**config.mk**
```make
export PLATFORM = sky130hd
export DESIGN_NAME = seg_display_scheduler
export DESIGN_NICKNAME = d
export VERILOG_FILES = /design/src/rtl/seg_display_scheduler_pkg.sv /design/src/rtl/seg_display_scheduler_bin2bcd.sv /design/src/rtl/seg_display_scheduler.sv
export SDC_FILE = /design/constraint.sdc
export NUM_CORES = 1
export LEC_CHECK = 0
export ABC_AREA = 1
export BUFFER_PORTS_ARGS = -buffer_cell sky130_fd_sc_hd__buf_2
export CORE_AREA = 3 3 132 134
export DETAILED_ROUTE_END_ITERATION = 10
export DIE_AREA = 0 0 135 137
export PLACE_DENSITY = 0.66
export SLEW_MARGIN = 10
export SYNTH_ARGS = -nofsm -noshare
export SYNTH_HDL_FRONTEND = slang
export SYNTH_SLANG_ARGS = --single-unit
export TNS_END_PERCENT = 5
```
**constraint.sdc**
```tcl
create_clock -name clk -period 2.1 [get_ports clk]
set_input_delay 0.42 -clock clk [delete_from_list [all_inputs] [get_ports clk]]
set_output_delay 0.42 -clock clk [all_outputs]
set_load 0.01 [all_outputs]
```
**src/rtl/seg_display_scheduler_pkg.sv**
```systemverilog
// Shared types, digit codes and the 7-segment glyph decode for the display scheduler.
package seg_display_scheduler_pkg;

    localparam int unsigned BIN_W = 32;
    localparam int unsigned BCD_W = 16;

    typedef enum logic [1:0] {
        PAGE_OUT = 2'd0,
        PAGE_PC  = 2'd1,
        PAGE_FP  = 2'd2
    } page_t;

    typedef enum logic [1:0] {
        CONV_IDLE  = 2'd0,
        CONV_LOAD  = 2'd1,
        CONV_SHIFT = 2'd2,
        CONV_DONE  = 2'd3
    } conv_state_t;

    localparam logic [3:0] DIG_DASH  = 4'hA;
    localparam logic [3:0] DIG_BLANK = 4'hF;

    typedef struct packed {
        logic [3:0] d3;
        logic [3:0] d2;
        logic [3:0] d1;
        logic [3:0] d0;
    } digits_t;

    localparam digits_t DIGITS_RESET = digits_t'({4'd4, 4'd3, 4'd2, 4'd1});
    localparam digits_t DIGITS_DASH  = digits_t'({4{DIG_DASH}});

    // Active-low {g,f,e,d,c,b,a} glyphs
    function automatic logic [6:0] seg_decode(input logic [3:0] code);
        case (code)
            4'd0:      seg_decode = 7'h40;
            4'd1:      seg_decode = 7'h79;
            4'd2:      seg_decode = 7'h24;
            4'd3:      seg_decode = 7'h30;
            4'd4:      seg_decode = 7'h19;
            4'd5:      seg_decode = 7'h12;
            4'd6:      seg_decode = 7'h02;
            4'd7:      seg_decode = 7'h78;
            4'd8:      seg_decode = 7'h00;
            4'd9:      seg_decode = 7'h10;
            DIG_DASH:  seg_decode = 7'h3F;
            DIG_BLANK: seg_decode = 7'h7F;
            default:   seg_decode = 7'h7F;
        endcase
    endfunction

endpackage

```
**src/rtl/seg_display_scheduler_bin2bcd.sv**
```systemverilog
// Sequential 32-bit to 4-digit double-dabble; result is value mod 10000.
module bin2bcd_seq
    import seg_display_scheduler_pkg::*;
(
    input  logic             clk,
    input  logic             rst_n,
    input  logic             start,
    input  logic             abort,
    input  logic [BIN_W-1:0] bin,
    output logic             busy,
    output logic             done,
    output logic [BCD_W-1:0] bcd
);

    localparam int unsigned CNT_W = $clog2(BIN_W);

    conv_state_t      state;
    conv_state_t      state_next;
    logic [BIN_W-1:0] shreg;
    logic [CNT_W-1:0] cnt;
    logic [BCD_W-2:0] adj;

    always_ff @(posedge clk or negedge rst_n) begin
        if (!rst_n) begin
            state <= CONV_IDLE;
        end else begin
            state <= state_next;
        end
    end

    // abort restarts from LOAD regardless of the current state
    always_comb begin
        state_next = state;
        if (abort) begin
            state_next = CONV_LOAD;
        end else begin
            case (state)
                CONV_IDLE:  if (start) state_next = CONV_LOAD;
                CONV_LOAD:  state_next = CONV_SHIFT;
                CONV_SHIFT: if (cnt == CNT_W'(BIN_W - 1)) state_next = CONV_DONE;
                CONV_DONE:  state_next = CONV_IDLE;
                default:    state_next = CONV_IDLE;
            endcase
        end
    end

    // Add-3 correction; the top digit's carry-out is dropped by the shift
    always_comb begin
        adj = bcd[BCD_W-2:0];
        for (int i = 0; i < 3; i++) begin
            adj[i*4 +: 4] = (bcd[i*4 +: 4] >= 4'd5) ? bcd[i*4 +: 4] + 4'd3 : bcd[i*4 +: 4];
        end
        adj[14:12] = 3'((bcd[15:12] >= 4'd5) ? bcd[15:12] + 4'd3 : bcd[15:12]);
    end

    always_ff @(posedge clk or negedge rst_n) begin
        if (!rst_n) begin
            shreg <= '0;
            cnt   <= '0;
            bcd   <= '0;
            busy  <= 1'b0;
            done  <= 1'b0;
        end else begin
            busy <= (state_next != CONV_IDLE);
            done <= (state_next == CONV_DONE);
            case (state)
                CONV_LOAD: begin
                    shreg <= bin;
                    bcd   <= '0;
                    cnt   <= '0;
                end
                CONV_SHIFT: begin
                    bcd   <= {adj, shreg[BIN_W-1]};
                    shreg <= shreg << 1;
                    cnt   <= cnt + CNT_W'(1);
                end
                default: ;
            endcase
        end
    end

endmodule

```
**src/rtl/seg_display_scheduler.sv**
```systemverilog
// Multiplexed 4-digit 7-segment display shared between OUT, PC and FP pages.
module seg_display_scheduler
    import seg_display_scheduler_pkg::*;
#(
    parameter int unsigned SCAN_DIV    = 208333,
    parameter int unsigned PAGE_FRAMES = 240
) (
    input  logic        clk,
    input  logic        rst_n,
    input  logic        out_valid,
    input  logic [31:0] out_value,
    input  logic [9:0]  pc,
    input  logic [31:0] fp,
    input  logic        halt,
    output logic [7:0]  seg,
    output logic [3:0]  dig,
    output logic [1:0]  page,
    output logic        conv_busy
);

    localparam int unsigned DIV_W   = $clog2(SCAN_DIV);
    localparam int unsigned DWELL_W = $clog2(PAGE_FRAMES + 1);

    logic [DIV_W-1:0]   presc;
    logic               tick;
    logic [1:0]         digit_sel;
    logic               frame;
    logic [DWELL_W-1:0] dwell;
    logic [DWELL_W-1:0] dwell_next;
    page_t              page_q;
    page_t              page_next;
    logic [31:0]        out_reg;
    digits_t            digits;
    logic [3:0]         cur_code;
    logic               dp_on;
    logic [BIN_W-1:0]   conv_bin;
    logic [BCD_W-1:0]   conv_bcd;
    logic               conv_done;

    assign tick  = (presc == DIV_W'(SCAN_DIV - 1));
    assign frame = tick && (digit_sel == 2'd3);
    assign page  = page_q;

    always_ff @(posedge clk or negedge rst_n) begin
        if (!rst_n) begin
            page_q <= PAGE_OUT;
            dwell  <= '0;
        end else begin
            page_q <= page_next;
            dwell  <= dwell_next;
        end
    end

    // out_valid pins the OUT page and restarts its dwell
    always_comb begin
        page_next  = page_q;
        dwell_next = dwell;
        if (out_valid) begin
            page_next  = PAGE_OUT;
            dwell_next = '0;
        end else if (frame) begin
            if (dwell == DWELL_W'(PAGE_FRAMES - 1)) begin
                dwell_next = '0;
                case (page_q)
                    PAGE_OUT: page_next = PAGE_PC;
                    PAGE_PC:  page_next = PAGE_FP;
                    default:  page_next = PAGE_OUT;
                endcase
            end else begin
                dwell_next = dwell + DWELL_W'(1);
            end
        end
    end

    always_comb begin
        case (page_q)
            PAGE_PC: conv_bin = BIN_W'(pc);
            PAGE_FP: conv_bin = fp;
            default: conv_bin = out_reg;
        endcase
    end

    bin2bcd_seq u_bin2bcd (
        .clk   (clk),
        .rst_n (rst_n),
        .start (frame && !conv_busy),
        .abort (out_valid),
        .bin   (conv_bin),
        .busy  (conv_busy),
        .done  (conv_done),
        .bcd   (conv_bcd)
    );

    always_ff @(posedge clk or negedge rst_n) begin
        if (!rst_n) begin
            out_reg <= '0;
            digits  <= DIGITS_RESET;
        end else begin
            if (out_valid) begin
                out_reg <= out_value;
            end
            // A completed result superseded by a new out_valid is discarded
            if (conv_done && !out_valid) begin
                digits <= (halt && page_q == PAGE_PC) ? DIGITS_DASH : digits_t'(conv_bcd);
            end
        end
    end

    always_comb begin
        case (digit_sel)
            2'd1:    cur_code = digits.d1;
            2'd2:    cur_code = digits.d2;
            2'd3:    cur_code = digits.d3;
            default: cur_code = digits.d0;
        endcase
        dp_on = (digit_sel == (2'd3 - 2'(page_q)));
    end

    // Digit slot outputs are latched on the tick, then the slot index advances
    always_ff @(posedge clk or negedge rst_n) begin
        if (!rst_n) begin
            presc     <= '0;
            digit_sel <= '0;
            dig       <= 4'b1111;
            seg       <= 8'hFF;
        end else begin
            presc <= tick ? '0 : presc + DIV_W'(1);
            if (tick) begin
                dig       <= ~(4'b0001 << digit_sel);
                seg       <= {~dp_on, seg_decode(cur_code)};
                digit_sel <= digit_sel + 2'd1;
            end
        end
    end

endmodule
```
; Yosys cells after proc, flatten, opt, wreduce, memory -nomap -nowiden
; Memory sizes are Yosys's and may differ from the RTL's. A register that Yosys moved wholly into a read port is not among the register bits.
; Index checks and enable logic that the tools add are counted.
[word_totals]
regBits = 147
romBits = 112
in_bits = 78
out_inout_bits = 15
memories = 1
[classes]
add_sub_neg = 9
magnitude_cmp = 4
n_eq_ne = 13
shift = 1
mux = 22
bitwise_logic = 2
reduce_logical = 14
[memory_table]
columns = name, words, word_bits, read_ports, rd_clocked_by_memory_dff, wr, line_no
row1 = (name not given), 16, 7, 1, 1, 0, seg_display_scheduler_pkg.sv:35  ; case (code)
[ops]
columns = cell, n
row1 = $pmux 32 s2, 2
row2 = $pmux 16 s2, 1
row3 = $mux 8, 3
row4 = $add 18x1->18 const B, 1
row5 = $eq 18x18->1 const B, 1
row6 = $mux 18, 1
row7 = $ge 4x3->1 const B, 4
row8 = $mux 16, 1
row9 = $add 4x2->4 const B, 3
row10 = $eq 2x2->1 const B, 6
row11 = $mux 2, 6
row12 = $mux 4, 3
row13 = $pmux 4 s3, 1
row14 = $pmux 5 s2, 1
row15 = $add 8x1->8 const B, 1
row16 = $eq 8x8->1 const B, 1
row17 = $pmux 2 s4, 1
row18 = $reduce_bool 2->1, 4
row19 = $eq 2x1->1 const B, 3
row20 = $add 5x1->5 const B, 1
row21 = $eq 5x5->1 const B, 1
row22 = $logic_and 1x1->1, 4
row23 = $logic_not 2->1, 2
row24 = $not 4->4, 1
row25 = other kinds (10), 12

; Logic depth before layout (Yosys ltp)
[depth]
ltp_word = 7
depth_mapped = 13
depth_no_buf = 13

; Cells and area by module
; From an unflattened synthesis, not the netlist that was laid out.
[unflattened]
hier_cells = 993
area_unflattened_um2 = 7712.4
[modules_own_cells]
columns = module, n_inst, cells_each, area_per_inst_um2, seq_area_each_um2
row1 = seg_display_scheduler, 1, 641, 4904.7, 2273.4
row2 = bin2bcd_seq, 1, 352, 2807.7, 1426.4

; Worst setup path before layout
; Ideal clock, no wire load.
[synth_timing]
path_type = reg2reg
from = reg digit_sel[0]
to = reg seg[3]
t_arrival_ps = 1898
path_slack_ps = 126
stages_incl_launch_ff = 12
path_buffers = 0
cell_sequence = dfrtp_1 > ha_1 > inv_2 > o21ai_0 > o21ai_1 > inv_1 > ha_1 > nand3b_1 > nand3_1 > nand2_1 > nand2_1 > nand2_1
[synth_via]
elab_chain_len = 2
word_cells_on_any_way = 4
cone_classes = eq/ne (3) / mux (1)
[synth_rtl]
columns = item, line_no
row1 = start: declaration, seg_display_scheduler.sv:26  ; logic [1:0] digit_sel;
row2 = start signal: assignment, seg_display_scheduler.sv:131  ; digit_sel <= digit_sel + 2'd1;
row3 = $eq 2x2->1 / $eq 2x1->1 (equally long branches), seg_display_scheduler.sv:110  ; case (digit_sel)
row4 = $pmux 4 s3 *, seg_display_scheduler.sv:110
row5 = end: declaration, seg_display_scheduler.sv:15  ; output logic [7:0] seg,
; Every way passes the cells marked *; elsewhere a longest branch is shown, timed or not.
; A chain may end at the register's enable or synchronous reset.

; Worst setup path after layout
[layout_timing]
from = reg digit_sel[1]
to = reg seg[3]
; The elaborated chain is that of the path after synthesis.

==> metrics.csv <==
stage,metric,value,unit
status,outcome,"complete, no violations",
placed_design,dp.cells,1165,
clocking,cts_tree,done,
worst_hold_path,min_path_type,in -> reg,
layout,multi_input_area,0.003192,mm^2
logic_synthesis,ys_types,42,
worst_setup_path,endpoint_kind,flop,
logic_synthesis,netlist_top_cells_count,"238 x nand2_1, 130 x dfrtp_1, 85 x o21ai_0",
worst_setup_path,cp_max_fo,6,
global_route,grt_max_degree,67,
worst_setup_path,crit_family,simple AND/OR/NAND/NOR gates,
worst_setup_path,cp-start-kind,flop,
timing,maxSlewViolCount,0,
worst_setup_path,crit_type,reg -> reg,
global_route,grt_use_total,18.81,%
logic_synthesis,syn_inst,867,
logic_synthesis,synthTopCellsByArea,"dfrtp_1 44%, nand2_1 12%, dfstp_2 6.1%",
layout,seqCellArea,0.003701,mm^2
layout,area_growth,20.74,%
layout,drive_gt1_share,20.18,%
logic_synthesis,yosysWarnings,0,
die,io_pins,93,
detailed_routing,vias_per_cell,5.081,
global_route,grt_pass1_wl,28.08,mm
die,initial_utilization,44.71,%
die,coreArea,0.01641,mm^2
clocking,cts_num_sinks,147,
layout,stdcell_count,1201,
timing,hold_ws,0.1837,ns
layout,final_core_util,53.98,%
timing,relSlewSlack,63.99,%
worst_setup_path,crit_path_frequent_cell,nand2_1,
detailed_routing,finalWirelength,16.53,mm
logic_synthesis,synth.yosys.seq_area_share,50.43,%
worst_setup_path,cp_slowest_cell,dfrtp_2,
detailed_routing,first_pass_iters,5,
logic_synthesis,synth_edf_count,0,
placed_design,portBuffers,92,
placed_design,gp_congestion,0.8133,
clocking,clk_latency,0.43,ns
logic_synthesis,synth_top_area_share,44.35,%
timing,max_freq,509.7,MHz
timing,hold_viol,0,
layout,fillCellCount,1491,
clocking,root_buffer,clkbuf_16,
timing,skew,0.01210,ns
detailed_routing,via_count,6102,
worst_setup_path,max_stage_delay,0.47,ns
placed_design,post-dp-hpwl,11.49,mm
worst_setup_path,crit_buf_inv,3,
logic_synthesis,yosysMostFrequentCell,nand2_1,
power_and_ir_drop,power_density,901.9,mW/mm^2
global_route,antenna_found_initial,1,
logic_synthesis,synth_nets,973,
worst_setup_path,arrival,2.32,ns
global_route,grt_overflow,0,
detailed_routing,route.detailed.drc,0,
worst_setup_path,cp_cell_sequence,inv_4 > ha_2 > inv_2 > nand2_1 > o22a_1 > inv_1 > ha_1 > nand3b_1 > nand3_1 > nand2_1 > nand2_1 > nand2_1,
die,die_area,0.01850,mm^2
logic_synthesis,yosysTopAreaCell,dfrtp_1,
timing,post-route-period-util,93.42,%
detailed_routing,wl_per_cell,13.76,um
timing,finalCriticalPeriod,1.962,ns
detailed_routing,drt_iter0_drc,291,
die,die_h,137,um
die,rows,47,
clocking,clk_path_buf_depth,2,
detailed_routing,ant_nets,0,
layout,antenna_cells,0,
clocking,path_clk_slew,0.07,ns
timing,worst_slew_pin_slew,0.5351,ns
logic_synthesis,synthArstFlopShare,100.0,%
logic_synthesis,synth_area,0.007336,mm^2
global_route,grt_pass1_vias,5824,
logic_synthesis,ys.flop_type,dfrtp_1,
power_and_ir_drop,power.total,7988,uW
timing,setup_viol,0,
clocking,cts_made_buffers,17,
run,cap_violations,0,
power_and_ir_drop,p_leak,0.004234,uW
logic_synthesis,ys_ff_latch,147,
logic_synthesis,avgSynthCellArea,8.461,um^2
layout,nNetsFinal,1074,
worst_setup_path,required,2.46,ns
die,fp.dieW,135,um
power_and_ir_drop,irDropWorstVdd,0.6047,mV
clocking,ctsHtreeMaxLevel,4,
cell type report:
cell class	count	area share, %
clock buffers	17	4.803
clock inverters	15	2.599
inverters	88	3.828
multi-input cells	597	36.04
flip-flops and latches	147	41.79
well taps	220	3.108
repair buffers	117	7.840
cells by family after synthesis:
family | synth area share, %
DFF | 50.43
adders and majority gates | 4.776
AOI/OAI and AO/OA | 15.74
xor gates and xnor gates | 1.910
and+or+nand+nor | 20.54
buffers and inverters | 6.601
worst paths after layout:
path                                from                to  slack (ns)  depth (start not counted)
hold / removal             out_value[16]       out_reg[16]        0.18                          3
setup / recovery            digit_sel[1]            seg[3]        0.14                         12
hold reg to reg                   seg[5]            seg[5]        0.46                          2
setup reg to reg            digit_sel[1]            seg[3]        0.14                         12
max in group asynchronous          rst_n        out_reg[9]        0.94                          3
min in group asynchronous          rst_n  u_bin2bcd.bcd[5]        0.48                          2
what timing repair did:
action,4_1_cts,5_1_grt
hold buffers,1,0
endpoints found under the setup margin,0,4
hold endpoints to repair,27,0
gates resized for setup,0,12
buffers inserted,0,3
report_power, final:
| part | internal [uW] | leakage, uW | switching, uW | total (uW) |
|---|---|---|---|---|
| Combinational | 465 | 0.00208 | 691 | 1160 |
| Sequential | 3260 | 0.00184 | 225 | 3490 |
| Clock | 2120 | 0.000310 | 1220 | 3340 |
tightest hold or removal path: cells and delay by family:
family,cells,cell delay [ns]
simple gates,2,0.09
buf+inv,1,0.07
cells in the final DEF, fill, tap and decap left out, drive strengths merged:
cell	netlist	routed
o32ai	5	5
clkbuf	23	17
clkinvlp	0	3
o22ai	15	15
nand3b	4	4
dfstp	17	17
a31oi	15	15
buf	12	116
nand3	30	30
inv	86	89
o31ai	8	8
nand4	7	7
nand2	244	244
dfrtp	130	130
or2	2	2
clkinv	2	6
o22a	1	1
o21ai	91	91
dlygate4sd3	0	1
nor4	3	3
ha	28	28
o21a	2	2
a22o	1	1
nor2	61	61
xnor2	3	3
xor2	13	13
a21oi	35	35
a221oi	22	22
bufinv	0	5
nor3	7	7
per-stage QoR:
stage | TNS (ns) | setup slack (ns) | cell area (um^2)
final | 0 | 0.1382 | 8857
after global routing | -0.01333 | -0.01333 | 8857
after CTS | 0 | 0.04479 | 8788
after detailed placement | 0 | 0.07652 | 8123
after global placement | 0 | 0.1369 | 8123
after floorplan | 0 | 0.1255 | 7336
layer usage:
metal	wire length [um]	GRT usage, %	vias up
met5	7	0	-
met4	140	5.095	2
met3	886	4.449	12
met2	7693	30.52	166
met1	7799	25.50	2826
li1	-	-	3096
(Power assumes the default switching activity.)
